`src/rtl/clkdiv_pkg.sv`:
```
// clkdiv_pkg: shared state encoding, direction codes and default divisor for param_clock_divider.
package clkdiv_pkg;
  typedef enum logic [1:0] {IDLE, RUN, DONE} state_t;
  localparam logic DIR_UP = 1'b1;
  localparam logic DIR_DOWN = 1'b0;
  localparam int DIV_DEFAULT_VAL = 9;
endpackage

```
`src/rtl/clkdiv_tc_detect.sv`:
```
// clkdiv_tc_detect: combinational terminal-count compare (>= shadow when counting up, zero when counting down).
module clkdiv_tc_detect
  import clkdiv_pkg::*;
#(
  parameter int WIDTH = 8
) (
  input  logic [WIDTH-1:0] count,
  input  logic [WIDTH-1:0] div_shadow,
  input  logic             up_down,
  output logic             tc
);
  assign tc = (up_down == DIR_UP) ? (count >= div_shadow) : (count == '0);
endmodule

```
`src/rtl/param_clock_divider.sv`:
```
// param_clock_divider: programmable divide-by-(N+1) up/down counter with load, tick pulse and divided clock enable.
// Optional one-shot mode (input oneshot, output done) is enabled by defining CLKDIV_ONESHOT_EN.
module param_clock_divider
  import clkdiv_pkg::*;
#(
  parameter int WIDTH       = 8,
  parameter int DIV_DEFAULT = DIV_DEFAULT_VAL
) (
  input  logic             clock,
  input  logic             reset,
  input  logic             enable,
  input  logic             load,
  input  logic [WIDTH-1:0] load_value,
  input  logic             up_down,
  input  logic [WIDTH-1:0] divisor,
`ifdef CLKDIV_ONESHOT_EN
  input  logic             oneshot,
  output logic             done,
`endif
  output logic [WIDTH-1:0] count_out,
  output logic             tick,
  output logic             div_clk
);
  state_t           state;
  state_t           state_nxt;
  logic [WIDTH-1:0] div_shadow;
  logic             tc;
  logic             os;
  logic             active;
`ifdef CLKDIV_ONESHOT_EN
  assign os = oneshot;
`else
  assign os = 1'b0;
`endif
  clkdiv_tc_detect #(.WIDTH(WIDTH)) u_tc (
    .count      (count_out),
    .div_shadow (div_shadow),
    .up_down    (up_down),
    .tc         (tc)
  );
  // A load always wins; a finished one-shot ignores enable until reloaded or disabled.
  assign active = !load && enable && (state != DONE);
  always_comb
    state_nxt = load ? (enable ? RUN : IDLE) :
                !enable ? IDLE :
                ((state == DONE) || (tc && os)) ? DONE : RUN;
  always_ff @(posedge clock or negedge reset)
    if (!reset) begin
      count_out  <= '0;
      tick       <= 1'b0;
      div_clk    <= 1'b0;
      div_shadow <= WIDTH'(DIV_DEFAULT);
      state      <= IDLE;
    end else begin
      state <= state_nxt;
      tick  <= active && tc;
      if (load) begin
        count_out  <= load_value;
        div_shadow <= divisor;
      end else if (active && tc) begin
        count_out  <= (up_down == DIR_UP) ? '0 : divisor;
        div_shadow <= divisor;
        div_clk    <= ~div_clk;
      end else if (active)
        count_out <= (up_down == DIR_UP) ? count_out + 1'b1 : count_out - 1'b1;
    end
`ifdef CLKDIV_ONESHOT_EN
  always_ff @(posedge clock or negedge reset)
    if (!reset) done <= 1'b0;
    else done <= (state_nxt == DONE);
`endif
endmodule
```
`config.mk`:
```
export PLATFORM = sky130hd
export DESIGN_NAME = param_clock_divider
export DESIGN_NICKNAME = d
export VERILOG_FILES = /design/src/rtl/clkdiv_pkg.sv /design/src/rtl/clkdiv_tc_detect.sv /design/src/rtl/param_clock_divider.sv
export SDC_FILE = /design/constraint.sdc
export NUM_CORES = 1
export LEC_CHECK = 0
export CAP_MARGIN = 20
export CORE_ASPECT_RATIO = 1.5
export CORE_MARGIN = 1.5
export CORE_UTILIZATION = 50
export DETAILED_ROUTE_END_ITERATION = 8
export HOLD_SLACK_MARGIN = 0.08
export PLACE_DENSITY = 0.75
export SETUP_SLACK_MARGIN = 0.4
export SYNTH_ARGS = -nofsm -noshare
export SYNTH_HDL_FRONTEND = slang
export SYNTH_SLANG_ARGS = --single-unit
```
`constraint.sdc`:
```
create_clock -name clock -period 2.69 [get_ports clock]
set_input_delay 0.538 -clock clock [delete_from_list [all_inputs] [get_ports clock]]
set_output_delay 0.538 -clock clock [all_outputs]
set_load 0.02 [all_outputs]
```
==> results of run 1 <==
## power by group through the flow
stage | logic, mW | clock network, mW | registers, mW
finish | 0.604 | 0.233 | 0.403
global route | 0.652 | 0.247 | 0.410
CTS | 0.585 | 0.234 | 0.403
detailed placement | 0.525 | 0 | 0.408
global placement | 0.503 | 0 | 0.406
floorplan | 0.294 | 0 | 0.435
## repair_timing
| action | in CTS | in global routing |
|---|---|---|
| gates resized for setup | 15 | 3 |
| buffers inserted | 3 | 0 |
| setup endpoints to repair | 12 | 1 |
| hold endpoints to repair | 0 | 0 |
| pin swaps | 6 | 1 |
## metal layers
layer,up-vias,track usage,share of wire
met3,18,0.0443,0.060
li1,598,-,-
met4,0,0.128,0.037
met5,-,0,0
met2,60,0.473,0.52
met1,592,0.291,0.38
## worst min path at each step
stage / startpoint / to / slack, ps / cells after the start
floorplan: reset / count_out[0]$_DFFE_PN0P_ / 240 / 0
global placement: div_clk$_DFFE_PN0P_ / div_clk$_DFFE_PN0P_ / 470 / 1
detailed placement: div_clk$_DFFE_PN0P_ / div_clk$_DFFE_PN0P_ / 470 / 1
global route: div_clk$_DFFE_PN0P_ / div_clk$_DFFE_PN0P_ / 530 / 1
finish: div_clk$_DFFE_PN0P_ / div_clk$_DFFE_PN0P_ / 480 / 1
CTS: div_clk$_DFFE_PN0P_ / div_clk$_DFFE_PN0P_ / 490 / 1
## sequential cells by signal (all words and copies together), names as in the netlist
| register | count |
|---|---|
| div_clk | 1 |
| div_shadow | 8 |
| count_out | 8 |
| tick | 1 |
| state | 2 |
## cell families (layout without fill, tap and decap cells)
group | after synthesis | count (layout)
AOI/OAI and AO/OA | 43 | 43
and+or+nand+nor | 31 | 31
DFF | 20 | 20
adders and majority gates | 15 | 15
buffers and inverters | 15 | 58
xor gates and xnor gates | 8 | 8
muxes | 8 | 8
## cell usage in the layout, fill, tap and decap left out, drive strengths merged, types with 4 or more instances in the layout
cell type	count
a21oi	9
buf	12
clkbuf	4
clkdlybuf4s50	29
dfrtp	18
ha	14
inv	12
mux2	8
nand2	6
nand3	4
nor2	11
o211ai	4
o21ai	9
xnor2	6
## critical path: cells and delay by family, from the launching register on
kind / cells / cell delay (ps)
AND/OR/NAND/NOR: 1 / 140
flip-flops: 1 / 420
buffers and inverters: 2 / 210
AO/OA/AOI/OAI: 5 / 1020
adder cells (fa/ha/maj): 1 / 310
## per-stage QoR
stage | TNS, ps | setup WS [ps]
5_1_grt | 0 | 416
2_1_floorplan | 0 | 400
6_report | 0 | 496
3_3_place_gp | -12.9 | -12.9
4_1_cts | 0 | 414
3_5_place_dp | -167 | -136
## area by class of cell
class / instances / area [um^2] / share of cell area
Clock buffer: 4 / 55.1 / 0.0272
Inverter: 12 / 47.5 / 0.0235
Multi-Input combinational cell: 105 / 978 / 0.483
Timing Repair Buffer: 42 / 393 / 0.194
Tap cell: 37 / 46.3 / 0.0229
Sequential cell: 20 / 505 / 0.250
==> key figures, run 1 <==
Routing
  • DRC: 0
  • WL final: 3.80 mm
  • Detailed Routing Iterations Pass 1: 4
  • 1st-iter DRT viols: 28
  • Vias per cell: 5.76
  • DR vias: 1268
  • Routed WL per cell: 17.3 um
  • ANT nets after route: 0

Timing
  • Max_slew headroom: 0.771
  • Slew Limit Fails: 0
  • Fin crit period: 2190 ps
  • Final hold vios: 0
  • # setup viols final: 0
  • F_max: 456 MHz
  • Final hold slack: 478 ps
  • Measured slew at the worst slew-check pin: 342 ps
  • Clock Skews: 4.78 ps
  • Unrepaired setup endpoints after global routing: no
  • Final clock period utilization by the worst path: 0.816

Placement
  • HPWL after detailed placement: 2.82 mm
  • Area after DPL: 1850 um^2
  • GPL Wtd Cong: 0.869
  • DP Cell Count: 213
  • # port buffers: 30

Status
  • Outcome: finished clean

Synthesis
  • Xor/xnor share of the synthesized area: 0.0484
  • Proportion of synthesized area in mux cells: 0.0829
  • Post-synth EDFFs: 0
  • Largest family of logic cells by synthesized area: compound AO/OA/AOI/OAI gates
  • Synth Flop Type: dfrtp_1
  • Compound-cell area share of the yosys netlist: 0.220
  • Cell Area, Synth: 1450 um^2
  • Ys Warns: 0
  • Syn nets: 176
  • Post-Synth Adder-Cell Area: 0.135
  • Syn_area_per_cell: 10.3 um^2
  • Synth unique cells: 42
  • FFs w/ async S/R, synth: 1.00
  • Largest cells by area after synthesis: dfrtp_1 31%, ha_1 12%, mux2_4 8.3%
  • Yosys reg bits: 20
  • Commonest cells post-synth: 18 x dfrtp_1, 14 x ha_1, 11 x inv_1, 9 x a21oi_1, 9 x nor2_1
  • Top-area cell type share of the netlist area: 0.311
  • Syn Inst Count: 140
  • Simple-gate area share of the yosys netlist: 0.122
  • Top-count cell post-synth: dfrtp_1
  • Seq/Total Area, Yosys: 0.347
  • Synth area leader: dfrtp_1

Worst setup path
  • WS Path Type: register to register
  • WP data arrival: 2360 ps
  • Worst Setup End Kind: register
  • Critical path data required time: 2850 ps
  • Crit-path max FO: 7
  • Setup crit start kind: register
  • Reg2Reg Depth: 9
  • Max incr delay on CP: 420 ps
  • Critical path endpoint: count_out[6]$_DFFE_PN0P_
  • Worst Setup SP: count_out[2]$_DFFE_PN0P_
  • Reg-to-Reg Start: count_out[2]$_DFFE_PN0P_
  • R2R Path End: count_out[6]$_DFFE_PN0P_
  • Reg2reg setup slack: 500 ps
  • CP max-delay cell: dfrtp_2
  • Critical-path cell list: ha_1, a211o_1, a31oi_1, o21bai_1, a41oi_4, buf_6, or2_4, inv_2, o311ai_2

CTS
  • Clock-pin slew on the worst setup and hold paths: 80 ps
  • Clock buffer depth: 2
  • CTS sink count: 20
  • Worst-Skew Late Latency: 260 ps
  • H-tree depth: 1
  • Hold_buf cts: 0
  • Clk root buf: clkbuf_8
  • Num CTS Buffers: 3
  • CTS tree: built

Die
  • Core area: 2710 um^2
  • Io pins: 31
  • # rows: 23
  • Die H: 68.9 um
  • Die Area: 3240 um^2
  • Die width: 47.0 um
  • Initial core utilization: 0.536

Layout
  • FILL cells: 207
  • Fin cells: 220
  • Final nets: 220
  • P&R area growth vs syn: 39.8%
  • Util after Layout: 0.749
  • Cell area after layout: 2030 um^2
  • Share of cells above drive strength 1: 0.290
  • Antenna diodes: 0

Flow run
  • Max-cap viol count: 0

Pwr
  • Int Pwr: 794 uW
  • Switching part of the total: 0.359
  • Clk pwr share: 0.188
  • P per Cell Area: 612 nW/um^2
  • Leak: 0.867 nW
  • Maximum vdd drop: 0.424 mV
  • P_sw: 444 uW
  • Logic pwr share: 0.487
  • Total power: 1.24 mW
  • Flop pwr share: 0.325

Worst hold path
  • Hold/Removal Path Class: register to register

Global routing
  • Vias in the first global route: 1384
  • GRT Util Overall: 0.265
  • Gr ovfl total: 0
  • First-pass GRT wire length: 6.06 mm
  • Initial antenna violation count: 0
  • Largest net degree at the start of global routing: 21
No activity file was read; power rests on OpenSTA's default activity.
==> run 2: changes to the inputs <==
--- a/config.mk
+++ b/config.mk
@@ -8,10 +8,10 @@
 export CAP_MARGIN = 20
 export CORE_ASPECT_RATIO = 1.5
 export CORE_MARGIN = 1.5
-export CORE_UTILIZATION = 50
+export CORE_UTILIZATION = 46
 export DETAILED_ROUTE_END_ITERATION = 8
 export HOLD_SLACK_MARGIN = 0.08
-export PLACE_DENSITY = 0.75
+export PLACE_DENSITY = 0.72
 export SETUP_SLACK_MARGIN = 0.4
 export SYNTH_ARGS = -nofsm -noshare
 export SYNTH_HDL_FRONTEND = slang
==> constraint.sdc (replaced) <==
create_clock -name clock -period 1.8 [get_ports clock]
set_input_delay 0.36 -clock clock [delete_from_list [all_inputs] [get_ports clock]]
set_output_delay 0.36 -clock clock [all_outputs]
set_load 0.02 [all_outputs]
==> run 2 against run 1 <==
The flow now finishes with violations (negative setup slack). Fmax down 0.20%. Cell area grew 14%. Worst setup slack got worse by 890 ps. Clock power is 100% higher. Largest power group unchanged. Highest routed layer unchanged.
==> key figures, run 2 (synthesized netlist as in run 1, its figures left out) <==
Status
  • Outcome: finished, violations left
  • Violated checks: negative setup slack

Timing
  • Clock Skews: 3.54 ps (-1.24 ps)
  • Fin crit period: 2200 ps (+4.44 ps)
  • Final hold vios: 0 (unchanged)
  • Setup WS post-layout: -398 ps (-894 ps)
  • # setup viols final: 18 (+18)
  • Unrepaired setup endpoints after global routing: yes
  • Measured slew at the worst slew-check pin: 462 ps (+120 ps)
  • F_max: 455 MHz (-0.20%)
  • Slew Limit Fails: 0 (unchanged)
  • Setup Total Neg Slack: -5250 ps (-5250 ps)
  • Max_slew headroom: 0.692 (-0.0790)
  • Final clock period utilization by the worst path: 1.22 (+0.406)

Placement
  • Post-Place Setup Slack: -808 ps (-672 ps)
  • # port buffers: 30 (unchanged)
  • DP Cell Count: 244 (+15%)
  • HPWL after detailed placement: 3.39 mm (+20%)
  • GPL Wtd Cong: 0.942 (+8.5%)

Layout
  • Final nets: 250 (+14%)
  • Commonest non-fill, non-tap cells in the layout: 31 x buf_4, 19 x clkdlybuf4s50_1, 12 x buf_6
  • Regs by FF count: count_out (8), div_shadow (8), state (2)
  • Most common cell after layout, fill and taps aside: buf_4
  • Antenna diodes: 0 (unchanged)
  • Fin cells: 252 (+15%)
  • P&R area growth vs syn: 60.0%
  • Flip-flop and latch area: 513 um^2 (+1.5%)
  • Util after Layout: 0.788 (+0.0390)
  • FILL cells: 211 (+1.9%)
  • Multi-input logic area: 996 um^2 (+1.8%)
  • Share of cells above drive strength 1: 0.465 (+0.175)

Worst setup path
  • WP data arrival: 2350 ps (about the same)
  • Max incr delay on CP: 550 ps (+130 ps)
  • Worst Setup End Kind: register
  • Setup crit start kind: register
  • Crit-path max FO: 8 (+1)
  • Delay-heaviest family, CP: compound AO/OA/AOI/OAI gates
  • Buf/Inv on CP: 2 (unchanged)
  • WS Path Type: register to register
  • Critical path data required time: 1950 ps (-900 ps)
  • Critical-path cell list: inv_2, ha_4, a211o_1, a31oi_1, o21bai_1, a41oi_4, o21a_1, buf_12, mux2_4
  • Worst Setup SP: div_shadow[3]$_DFFE_PN1P_
  • Reg-to-Reg Start: div_shadow[3]$_DFFE_PN1P_
  • CP max-delay cell: dfstp_2

Pwr
  • P per Cell Area: 914 nW/um^2 (+49%)
  • Maximum vdd drop: 0.759 mV (+79%)
  • Leak: 1.04 nW (+20%)

Routing
  • DRC: 0 (unchanged)
  • WL final: 4.58 mm (+21%)
  • ANT nets after route: 0 (unchanged)
  • Vias per cell: 5.65 (-1.9%)
  • Routed WL per cell: 18.2 um (+5.2%)
  • Detailed Routing Iterations Pass 1: 4 (unchanged)
  • DR vias: 1425 (+12%)
  • 1st-iter DRT viols: 41 (+46%)

Global routing
  • Gr ovfl total: 0 (unchanged)
  • Vias in the first global route: 1568 (+13%)
  • Initial antenna violation count: 0 (unchanged)
  • GRT Util Overall: 0.284 (+0.0190)
  • Largest net degree at the start of global routing: 21 (unchanged)
  • First-pass GRT wire length: 7.50 mm (+24%)

Flow run
  • Max-cap viol count: 0 (unchanged)

CTS
  • H-tree depth: 1 (unchanged)
  • CTS tree: built
  • Num CTS Buffers: 3 (unchanged)
  • Clock-pin slew on the worst setup and hold paths: 80 ps (about the same)
  • Clock buffer depth: 2 (unchanged)
  • CTS sink count: 20 (unchanged)
  • Clk root buf: clkbuf_8
  • Hold_buf cts: 0 (unchanged)
  • Worst-Skew Late Latency: 260 ps (about the same)

Die
  • Io pins: 31 (unchanged)
  • Die width: 48.8 um (+4.0%)
  • Die Area: 3500 um^2 (+8.2%)
  • Initial core utilization: 0.492 (-0.0433)
  • Die H: 71.7 um (+4.1%)
  • Core area: 2940 um^2 (+8.8%)
  • # rows: 24 (+4.3%)

Worst hold path
  • Hold/Removal Path Class: input pin to asynchronous set/reset pin
==> run 2: cell types whose count changed in the layout (fill, tap and decap cells not counted), moves of 2 or more <==
cell,previous run,this run
clkdlybuf4s15_1,0,2
dfrtp_2,2,8
buf_2,0,4
a21oi_2,1,3
inv_2,1,3
buf_4,11,31
clkdlybuf4s50_1,29,19
a221oi_2,0,2
a221oi_1,2,0
dfrtp_1,16,10
dlygate4sd2_1,1,3
buf_6,1,12
==> run 2: layout make-up <==
class,count,area share
Inverter,12,0.0194
Timing Repair Buffer,72,0.278
Tap cell,39,0.0210
Clock inverter,1,0.0130
Clock buffer,3,0.0178
Sequential cell,20,0.221
Multi-Input combinational cell,105,0.430
==> run 2: worst paths after layout <==
path                       slack [ps]                         to  depth (start not counted)
setup / recovery                 -400  div_shadow[7]$_DFFE_PN0P_                          9
hold / removal                    440   count_out[4]$_DFFE_PN0P_                          2
setup reg to reg                 -400  div_shadow[7]$_DFFE_PN0P_                          9
hold reg to reg                   480        div_clk$_DFFE_PN0P_                          1
max in group asynchronous        1080  div_shadow[3]$_DFFE_PN1P_                          2
min in group clock                480        div_clk$_DFFE_PN0P_                          1
==> run 2: per-stage QoR <==
step	total power [mW]	hold slack, ps	cell area, um^2
CTS	2.08	445	2290
floorplan	1.12	64.4	1500
global route	2.23	485	2320
finish	2.12	441	2320
global placement	1.55	465	2120
detailed placement	1.58	478	2120
==> run 2: per-layer routing <==
| layer | GRT usage | vias up | routed length [um] |
|---|---|---|---|
| met2 | 0.537 | 53 | 2530 |
| li1 | - | 656 | - |
| met4 | 0.143 | 0 | 182 |
| met3 | 0.0500 | 19 | 219 |
| met1 | 0.296 | 697 | 1660 |
| met5 | 0 | - | 0 |
==> run 2: what timing repair did <==
| item | in CTS | in global routing |
|---|---|---|
| pin swaps | 5 | 2 |
| resized for setup | 54 | 7 |
| endpoints found under the setup margin | 28 | 22 |
| setup buffers | 3 | 1 |
==> run 2: power by group <==
part / total, mW / switching [mW] / internal [mW]
Sequential: 0.594 / 0.0655 / 0.529
Clock: 0.466 / 0.169 / 0.297
Combinational: 1.06 / 0.491 / 0.568
Total: 2.12 / 0.725 / 1.39
